===== config.mk =====
export PLATFORM = sky130hd
export DESIGN_NAME = punc_run_ctrl
export DESIGN_NICKNAME = d
export VERILOG_FILES = /design/src/rtl/punc_run_ctrl.sv
export SDC_FILE = /design/constraint.sdc
export NUM_CORES = 1
export LEC_CHECK = 0
export CELL_PAD_IN_SITES_DETAIL_PLACEMENT = 0
export CELL_PAD_IN_SITES_GLOBAL_PLACEMENT = 2
export CORE_MARGIN = 8
export CORE_UTILIZATION = 30
export DETAILED_ROUTE_END_ITERATION = 8
export PLACE_DENSITY_LB_ADDON = 0.2
export SLEW_MARGIN = 20
export SYNTH_ARGS = -nofsm -noshare
export SYNTH_HDL_FRONTEND = slang
export SYNTH_SLANG_ARGS = --single-unit

===== constraint.sdc =====
create_clock -name clk -period 2.54 [get_ports clk]
set_input_delay 0.508 -clock clk [delete_from_list [all_inputs] [get_ports clk]]
set_output_delay 0.508 -clock clk [all_outputs]
set_load 0.005 [all_outputs]

===== src/rtl/punc_run_ctrl.sv =====
// punc_run_ctrl: run/halt/single-step controller with PC breakpoints for the PUnC core.
// Latency: commands and retire events take effect at the next posedge; core_en is registered.
// Backpressure: cmd_ready drops for one cycle after every accepted command, otherwise high.
// Build option: define PUNC_RUN_CYCLE_CNT_EN to enable the 32-bit enabled-cycle counter.
module punc_run_ctrl #(
   parameter int ADDR_W = 16,
   parameter int NUM_BP = 4,
   parameter int IDX_W  = 2,
   parameter int STEP_W = 16
) (
   input  logic              clk,
   input  logic              rst,
   input  logic              cmd_valid,
   output logic              cmd_ready,
   input  logic [2:0]        cmd_op,
   input  logic [IDX_W-1:0]  cmd_idx,
   input  logic [ADDR_W-1:0] cmd_data,
   input  logic              retire,
   input  logic [ADDR_W-1:0] next_pc,
   output logic              core_en,
   output logic              halted,
   output logic [1:0]        halt_reason,
   output logic [IDX_W-1:0]  bp_hit_idx,
   output logic [STEP_W-1:0] steps_left,
   output logic [31:0]       cycle_count
);

   localparam logic [2:0] OP_NOP     = 3'd0;
   localparam logic [2:0] OP_RUN     = 3'd1;
   localparam logic [2:0] OP_HALT    = 3'd2;
   localparam logic [2:0] OP_STEP    = 3'd3;
   localparam logic [2:0] OP_SET_BP  = 3'd4;
   localparam logic [2:0] OP_CLR_BP  = 3'd5;
   localparam logic [2:0] OP_CLR_ALL = 3'd6;

   localparam logic [1:0] RSN_RESET = 2'd0;
   localparam logic [1:0] RSN_HOST  = 2'd1;
   localparam logic [1:0] RSN_BP    = 2'd2;
   localparam logic [1:0] RSN_STEP  = 2'd3;

   typedef enum logic [1:0] {
      ST_HALT = 2'd0,
      ST_RUN  = 2'd1,
      ST_STEP = 2'd2
   } state_t;

   state_t              state_q, state_d;
   logic                core_en_q, core_en_d;
   logic                cmd_ready_q, cmd_ready_d;
   logic                pend_halt_q, pend_halt_d;
   logic [1:0]          halt_reason_q, halt_reason_d;
   logic [IDX_W-1:0]    bp_hit_idx_q, bp_hit_idx_d;
   logic [STEP_W-1:0]   steps_left_q, steps_left_d;
   logic [NUM_BP-1:0]   bp_en_q, bp_en_d;
   logic [ADDR_W-1:0]   bp_addr_q [NUM_BP];
   logic [ADDR_W-1:0]   bp_addr_d [NUM_BP];

   logic                cmd_acc;
   logic                idx_ok;
   logic [STEP_W-1:0]   step_req;
   logic                bp_match;
   logic [IDX_W-1:0]    bp_match_idx;

   assign cmd_acc  = cmd_valid & cmd_ready_q;
   assign idx_ok   = (32'(cmd_idx) < 32'(NUM_BP));
   assign step_req = STEP_W'(cmd_data);

   // Compare next_pc against the registered breakpoint table; lowest enabled index wins.
   // A breakpoint written this cycle is still in bp_*_d, so it cannot match this retire.
   always_comb begin
      bp_match     = 1'b0;
      bp_match_idx = '0;
      for (int i = NUM_BP - 1; i >= 0; i--) begin
         if (bp_en_q[i] && (bp_addr_q[i] == next_pc)) begin
            bp_match     = 1'b1;
            bp_match_idx = IDX_W'(i);
         end
      end
   end

   // Breakpoint table updates; legal in any controller state.
   always_comb begin
      bp_en_d   = bp_en_q;
      bp_addr_d = bp_addr_q;
      if (cmd_acc) begin
         for (int i = 0; i < NUM_BP; i++) begin
            if (cmd_op == OP_CLR_ALL) begin
               bp_en_d[i] = 1'b0;
            end else if (idx_ok && (cmd_idx == IDX_W'(i))) begin
               if (cmd_op == OP_SET_BP) begin
                  bp_en_d[i]   = 1'b1;
                  bp_addr_d[i] = next_pc_or_data(cmd_data);
               end else if (cmd_op == OP_CLR_BP) begin
                  bp_en_d[i] = 1'b0;
               end
            end
         end
      end
   end

   function automatic logic [ADDR_W-1:0] next_pc_or_data(input logic [ADDR_W-1:0] d);
      return d;
   endfunction

   // Next-state logic: host commands, instruction-boundary halts and step accounting.
   always_comb begin
      state_d       = state_q;
      pend_halt_d   = pend_halt_q;
      halt_reason_d = halt_reason_q;
      bp_hit_idx_d  = bp_hit_idx_q;
      steps_left_d  = steps_left_q;
      cmd_ready_d   = ~cmd_acc;

      case (state_q)
         ST_HALT: begin
            // Retire in HALT means a core fault; nothing to act on here.
            if (cmd_acc && (cmd_op == OP_RUN)) begin
               state_d = ST_RUN;
            end else if (cmd_acc && (cmd_op == OP_STEP)) begin
               state_d      = ST_STEP;
               steps_left_d = (step_req == '0) ? STEP_W'(1) : step_req;
            end
         end
         ST_RUN, ST_STEP: begin
            // Host halt is only remembered here; it is honoured at a retire.
            if (cmd_acc && (cmd_op == OP_HALT)) begin
               pend_halt_d = 1'b1;
            end
            if (retire) begin
               if ((state_q == ST_STEP) && (steps_left_q != '0)) begin
                  steps_left_d = steps_left_q - STEP_W'(1);
               end
               if (bp_match) begin
                  state_d       = ST_HALT;
                  halt_reason_d = RSN_BP;
                  bp_hit_idx_d  = bp_match_idx;
               end else if (pend_halt_q) begin
                  state_d       = ST_HALT;
                  halt_reason_d = RSN_HOST;
               end else if ((state_q == ST_STEP) && (steps_left_q <= STEP_W'(1))) begin
                  state_d       = ST_HALT;
                  halt_reason_d = RSN_STEP;
               end
               if (state_d == ST_HALT) begin
                  pend_halt_d = 1'b0;
               end
            end
         end
         default: begin
            state_d     = ST_HALT;
            pend_halt_d = 1'b0;
         end
      endcase

      core_en_d = (state_d != ST_HALT);
   end

   // State and datapath registers with synchronous reset.
   always_ff @(posedge clk) begin
      if (rst) begin
         state_q       <= ST_HALT;
         core_en_q     <= 1'b0;
         cmd_ready_q   <= 1'b1;
         pend_halt_q   <= 1'b0;
         halt_reason_q <= RSN_RESET;
         bp_hit_idx_q  <= '0;
         steps_left_q  <= '0;
         bp_en_q       <= '0;
         for (int i = 0; i < NUM_BP; i++) begin
            bp_addr_q[i] <= '0;
         end
      end else begin
         state_q       <= state_d;
         core_en_q     <= core_en_d;
         cmd_ready_q   <= cmd_ready_d;
         pend_halt_q   <= pend_halt_d;
         halt_reason_q <= halt_reason_d;
         bp_hit_idx_q  <= bp_hit_idx_d;
         steps_left_q  <= steps_left_d;
         bp_en_q       <= bp_en_d;
         for (int i = 0; i < NUM_BP; i++) begin
            bp_addr_q[i] <= bp_addr_d[i];
         end
      end
   end

   // Outputs come straight from registers.
   always_comb begin
      cmd_ready   = cmd_ready_q;
      core_en     = core_en_q;
      halted      = (state_q == ST_HALT);
      halt_reason = halt_reason_q;
      bp_hit_idx  = bp_hit_idx_q;
      steps_left  = steps_left_q;
   end

`ifdef PUNC_RUN_CYCLE_CNT_EN
   logic [31:0] cycle_cnt_q, cycle_cnt_d;

   // Count cycles in which the core was enabled; CLR_ALL also clears it.
   always_comb begin
      cycle_cnt_d = cycle_cnt_q;
      if (cmd_acc && (cmd_op == OP_CLR_ALL)) begin
         cycle_cnt_d = '0;
      end else if (core_en_q) begin
         cycle_cnt_d = cycle_cnt_q + 32'd1;
      end
   end

   // Counter register.
   always_ff @(posedge clk) begin
      if (rst) begin
         cycle_cnt_q <= '0;
      end else begin
         cycle_cnt_q <= cycle_cnt_d;
      end
   end

   assign cycle_count = cycle_cnt_q;
`else
   assign cycle_count = 32'd0;
`endif

endmodule


==> results.yml, run 1 <==
place:
  gp_congestion: 0.897
  post-place-ws_ps: -226
  hpwlAfterDp_mm: 14.0
  io_buffers: 63
  place_area_sq_um: 6350
setup_path:
  critical_path_class: "in -> reg"
  required_ps: 2840
  cp_max_fo: 6
  r2r-start: "state_q[1]"
  path_depth: 7
  rr_worst_depth: 9
  cp-end-kind: "flip-flop"
  crit_start: "next_pc[7]"
  critPathTopFamily: "simple AND/OR/NAND/NOR gates"
  regToRegSetupSlack_ps: 290
  critPathSlowestCell: "or4b_1"
  path_buf_inv: 1
  crit_path_start_kind: "primary input"
  r2r-end: "steps_left[12]"
  cp_cell_sequence: "clkdlybuf4s50_1 > xnor2_1 > nand2_1 > or4b_1 > or4_1 > nand4_2 > o221a_1"
  critPathMaxStageDelay_ps: 500
  critPathCapture: "halt_reason[1]"
  crit_arrival_ps: 2710
timing:
  report.final.slew_viol_count: 0
  min_period_ps: 2410
  grt_setup_unrepaired: "false"
  setup_ws_ps: 135
  max_freq_mhz: 416
  worst_slew_pin_slew_ps: 595
  finalSetupViolCount: 0
  period_share_pct: 94.7
  skew_ps: 11.1
  slew_headroom_pct: 59.3
  finalHoldViolCount: 0
  fin_setup_tns_ps: 0
detailed_routing:
  ant_nets: 0
  drtIter0Drc: 370
  routed_wl_mm: 18.8
  vias_per_cell: 5.00
  drt-pass1-iter-count: 4
  vias: 4961
  wl_per_cell_um: 18.9
  drc_errors: 0
logic_synthesis:
  yosysWarnings: 0
  yosysSeqAreaShare_pct: 35.5
  ys_ff_latch: 93
  yosys_most_used_dff: "dfxtp_1"
  async_flop_share_pct: 0
  synth.avg_cell_area_sq_um: 7.82
  ys_types: 67
  syn_area_sq_um: 5250
  synth_cells: 671
  synth-edff-count: 0
floorplan:
  die_area_sq_um: 22000
  dieHeight_um: 148
  core_sq_um: 17200
  initial_core_util_pct: 30.6
  rows: 48
  fp.dieW_um: 148
  boundaryPins: 96
finish:
  fillers: 1808
  final_util_pct: 38.8
  drive_above_1_share_pct: 13.4
  fin_nets: 811
  syn_to_final_growth_pct: 27.1
  antennaDiodeCount: 0
  fin_area_sq_um: 6670
global_route:
  grt_overflow_total: 0
  grt_pass1_vias: 4925
  grtUsageTotal_pct: 17.3
  antenna_found_initial: 0
  grt_max_degree: 91
  grt_pass1_wl_mm: 29.0
clock_network:
  clkSinkCount: 93
  clkLatencyLatePin_ps: 350
  cts_setup_buffers: 0
  cts_tree: "built"
  cts_htree_levels: 3
  cts_root_buf: "clkbuf_16"
  cts_made_buffers: 9
  clk_pin_slew_ps: 70
  cts.path.max_buffers: 2
  holdBufCountCts: 0
  cts_resized: 0
pwr:
  power.density_nw_per_um2: 576
  p_sw_mw: 1.10
  swShare_pct: 28.5
  total_power_mw: 3.85
  seqPwrFrac_pct: 40.3
  p_clk_share_pct: 38.7
  power_frac_comb_pct: 21.1
  p_int_mw: 2.75
  ir_drop_v: 0.000349
  leakagePower_nw: 2.35
hold_path:
  hold_path_class: "reg -> reg"
run:
  max_cap_violations: 0
outcome:
  status: "complete, no violations"
==> cells in the mapped netlist (4+ instances only) <==
cell type | instances | share of area, %
o21ai_0 | 15 | 1.4
ha_1 | 7 | 1.7
o22ai_1 | 10 | 1.2
nand2_1 | 159 | 11
o21ai_1 | 4 | 0.38
nor4_1 | 18 | 2.1
nor2b_1 | 6 | 0.72
xnor2_1 | 34 | 5.7
buf_4 | 33 | 4.7
nand3_1 | 15 | 1.4
xor2_1 | 28 | 4.7
a211oi_2 | 10 | 2.4
nor3_1 | 8 | 0.76
nand4_1 | 17 | 2.0
dfxtp_1 | 93 | 35
a21oi_1 | 81 | 7.7
a22oi_1 | 5 | 0.72
buf_2 | 6 | 0.57
nor2_1 | 23 | 1.6
inv_1 | 10 | 0.72
clkbuf_1 | 25 | 1.8
==> state kept, by name (all words and copies together) (netlist names) <==
name	cells
steps_left	16
pend_halt_q	1
bp_hit_idx	2
bp_addr_q	64
cmd_ready	1
core_en	1
bp_en_q	4
state_q	2
halt_reason	2
==> cells in the final DEF (no fill, tap or decap), types with 2 or more instances in the layout <==
cell             Yosys  final
o31ai_1              2      2
dfxtp_1             93     93
and3_1               2      2
clkinv_2             0      2
o21ai_0             15     15
and2_0               3      3
nand2b_1             3      3
a21o_1               2      2
clkdlybuf4s50_1      0     62
o22ai_1             10     10
or3_2                2      2
nand3_1             15     15
conb_1               1     32
a211oi_2            10     10
nor3_1               8      8
buf_4               33     52
clkbuf_16            0      9
a22oi_1              5      5
or2_2                2      2
nand4_1             17     17
xnor2_1             34     34
xor2_1              28     28
nor4_1              18     18
nand2_1            159    159
a22o_1               2      2
o21ai_1              4      4
and2_1               2      2
inv_1               10     10
ha_1                 7      7
nor4b_1              2      2
bufinv_16            0      2
nand4b_1             2      2
a21oi_1             81     81
xnor2_2              2      2
buf_12               0      5
nor2b_1              6      6
or4_1                2      2
nor2_1              23     23
==> power groups by stage <==
stage	registers (mW)	logic, mW	clock network (mW)
after floorplan	1.57	0.489	0
after global placement	1.58	0.806	0
after detailed placement	1.58	0.811	0
after CTS	1.55	0.816	1.54
after global routing	1.55	0.883	1.59
final	1.55	0.811	1.49
==> area by class of cell <==
type	count	area, sq um	area share, %
clock buffer	10	239	3.58
clock inverter	6	86.3	1.29
inverter	11	41.3	0.619
multi-input combinational	528	3050	45.6
sequential	93	1860	27.9
tap	225	282	4.22
timing repair buffer	120	1120	16.7
==> metrics by stage <==
stage | cells | hold WS, ps
after global placement | 977 | 427
final | 993 | 447
after CTS | 993 | 452
after global routing | 993 | 483
after floorplan | 702 | 421
after detailed placement | 977 | 439
==> cell families (layout without fill, tap and decap cells) <==
group / Yosys count / count (layout) / synth area share (%)
other: 1 / 32 / 0.0714
adders and majority gates: 7 / 7 / 1.67
AOI/OAI and AO/OA: 147 / 147 / 17.8
DFF: 93 / 93 / 35.5
buffers and inverters: 81 / 147 / 8.75
and+or+nand+nor: 278 / 278 / 25.3
xor gates and xnor gates: 64 / 64 / 11.0
==> how the worst min path moves through the flow <==
stage	endpoint	slack, ps	cells past startpoint	from
6_report	cmd_ready	450	1	cmd_ready
5_1_grt	bp_addr_q[15]	480	2	bp_addr_q[15]
2_1_floorplan	cmd_ready	420	1	cmd_ready
4_1_cts	cmd_ready	450	1	cmd_ready
3_3_place_gp	cmd_ready	430	1	cmd_ready
3_5_place_dp	cmd_ready	440	1	cmd_ready
==> per-layer routing <==
layer  vias up  global-route usage [%]  routed length [um]
met4         0                    4.59                 280
met2       128                    27.8                8750
met5         -                       0                   0
met1      2375                    22.5                8750
li1       2440                       -                   -
met3        18                    4.56                1000
Note: power is estimated with default switching activity, not from simulation.
==> run 2, diff against run 1 <==
--- a/config.mk
+++ b/config.mk
@@ -9,6 +9,7 @@
 export CELL_PAD_IN_SITES_GLOBAL_PLACEMENT = 2
 export CORE_MARGIN = 8
 export CORE_UTILIZATION = 30
+export CTS_CLUSTER_SIZE = 8
 export DETAILED_ROUTE_END_ITERATION = 8
 export PLACE_DENSITY_LB_ADDON = 0.2
 export SLEW_MARGIN = 20
==> results of run 2 <==
The final DEF is identical to that of run 1; final timing and power are the same.
==> run 3, diff against run 2 <==
--- a/config.mk
+++ b/config.mk
@@ -7,7 +7,6 @@
 export LEC_CHECK = 0
 export CELL_PAD_IN_SITES_DETAIL_PLACEMENT = 0
 export CELL_PAD_IN_SITES_GLOBAL_PLACEMENT = 2
-export CORE_MARGIN = 8
 export CORE_UTILIZATION = 30
 export CTS_CLUSTER_SIZE = 8
 export DETAILED_ROUTE_END_ITERATION = 8
==> results.yml, run 3 (same netlist as run 1, synthesis figures left out) <==
finish:
  fin_nets: 814
  layout_commonest_cell: "nand2_1"
  largest-register: "bp_addr_q"
  drive_above_1_share_pct: 13.4
  layout_common_cells: "nand2_1 (159), dfxtp_1 (93), a21oi_1 (81), clkdlybuf4s50_1 (62), buf_4 (56)"
  largest_reg_flops: 64
  final_util_pct: 38.6
  multi_input_area_sq_um: 3050
  antennaDiodeCount: 0
  syn_to_final_growth_pct: 26.2
  fillers: 1831
  register_area_sq_um: 1860
  fin_area_sq_um: 6630
timing:
  max_freq_mhz: 417
  finalHoldViolCount: 0
  finalSetupViolCount: 0
  min_period_ps: 2400
  skew_ps: 5.29
  report.final.slew_viol_count: 0
  worst_slew_pin_slew_ps: 645
  period_share_pct: 94.5
  grt_setup_unrepaired: "false"
  slew_headroom_pct: 56.7
detailed_routing:
  top_layer: "met4"
  wl_met3_um: 953
  drtIter0Drc: 286
  ant_nets: 0
  routed_wl_mm: 18.7
  wl_per_cell_um: 18.8
  met1_length_mm: 8.95
  wl_met2_mm: 8.52
  drt-pass1-iter-count: 5
  vias_per_cell: 4.94
  vias: 4917
  drc_errors: 0
setup_path:
  crit_path_start_kind: "primary input"
  critical_path_class: "in -> reg"
  crit_arrival_ps: 2700
  critPathMaxStageDelay_ps: 500
  r2r-end: "core_en"
  required_ps: 2840
  cp_max_fo: 6
  cp_cell_sequence: "clkdlybuf4s50_1 > xnor2_1 > nand2_1 > or4b_1 > or4_1 > nand4_2 > o221a_1"
  rr_worst_depth: 7
  regToRegSetupSlack_ps: 250
  r2r-start: "steps_left[0]"
  cp-end-kind: "flip-flop"
  crit_start: "next_pc[7]"
  critPathSlowestCell: "or4b_1"
hold_path:
  min_path_cells: 1
  hold_start: "cmd_ready"
  hold_path_class: "reg -> reg"
  worst_hold_path.endpoint: "cmd_ready"
floorplan:
  rows: 48
  core_sq_um: 17200
  initial_core_util_pct: 30.6
  boundaryPins: 96
  die_area_sq_um: 18000
  dieHeight_um: 134
  fp.dieW_um: 134
clock_network:
  cts.path.max_buffers: 2
  cts_htree_levels: 3
  clk_pin_slew_ps: 60
  clkSinkCount: 93
  clkLatencyLatePin_ps: 350
  cts_resized: 0
  cts_made_buffers: 9
  cts_tree: "built"
  cts_root_buf: "clkbuf_16"
  cts_setup_buffers: 0
  holdBufCountCts: 0
pwr:
  ir_drop_v: 0.000308
  power.density_nw_per_um2: 553
  leakagePower_nw: 2.33
global_route:
  grt_max_degree: 48
  antenna_found_initial: 0
  grt_pass1_wl_mm: 28.2
  grtUsageTotal_pct: 21.2
  grt_overflow_total: 0
  grt_pass1_vias: 4643
place:
  place_area_sq_um: 6360
  hpwlAfterDp_mm: 14.0
  gp_congestion: 0.873
  io_buffers: 63
outcome:
  status: "complete, no violations"
run:
  max_cap_violations: 0
[run 3: changes by cell type in the layout (fill, tap and decap cells not counted)]
cell / previous run / this run
buf_4: 52 / 56
clkbuf_1: 0 / 3
bufinv_16: 2 / 0
buf_12: 5 / 4
clkinv_2: 2 / 1
[run 3: worst max path at each step]
stage                     endpoint  slack (ps)  cells past startpoint
finish              halt_reason[1]         140                      7
global route        halt_reason[1]          60                      7
CTS                 halt_reason[1]         150                      7
detailed placement  halt_reason[1]        -210                      7
global placement    halt_reason[1]        -210                      7
floorplan           halt_reason[1]         390                      6
[run 3: metrics by stage]
stage	worst slack, ps	instances	setup TNS, ps	hold slack, ps	power [mW]
floorplan	386	702	0	421	2.06
global route	57.8	996	0	476	3.85
global placement	-207	980	-1260	427	2.41
CTS	147	996	0	456	3.72
finish	140	996	0	451	3.67
detailed placement	-212	980	-1290	436	2.41
[run 3: layout make-up]
type	instances	area share, %
timing repair buffer	123	17.0
clock buffer	13	3.78
sequential	93	28.1
clock inverter	3	0.321
inverter	11	0.623
tap	225	4.25
multi-input combinational	528	46.0
[run 3: worst max-delay path: cells and delay by family]
family / cells / cell delay (ps)
AOI/OAI and AO/OA: 1 / 200
buffers and inverters: 1 / 460
xor gates and xnor gates: 1 / 250
and+or+nand+nor: 4 / 1260
[run 3: per-layer routing]
metal / global-route usage, % / vias up
met5: 0 / -
met4: 6.99 / 0
met3: 2.76 / 17
met2: 33.0 / 139
met1: 30.1 / 2314
li1: - / 2447
[run 3: power breakdown]
group	internal (mW)	leakage [nW]	switching, mW
Clock	0.693	0.130	0.597
Combinational	0.373	1.45	0.455
Sequential	1.50	0.751	0.0516
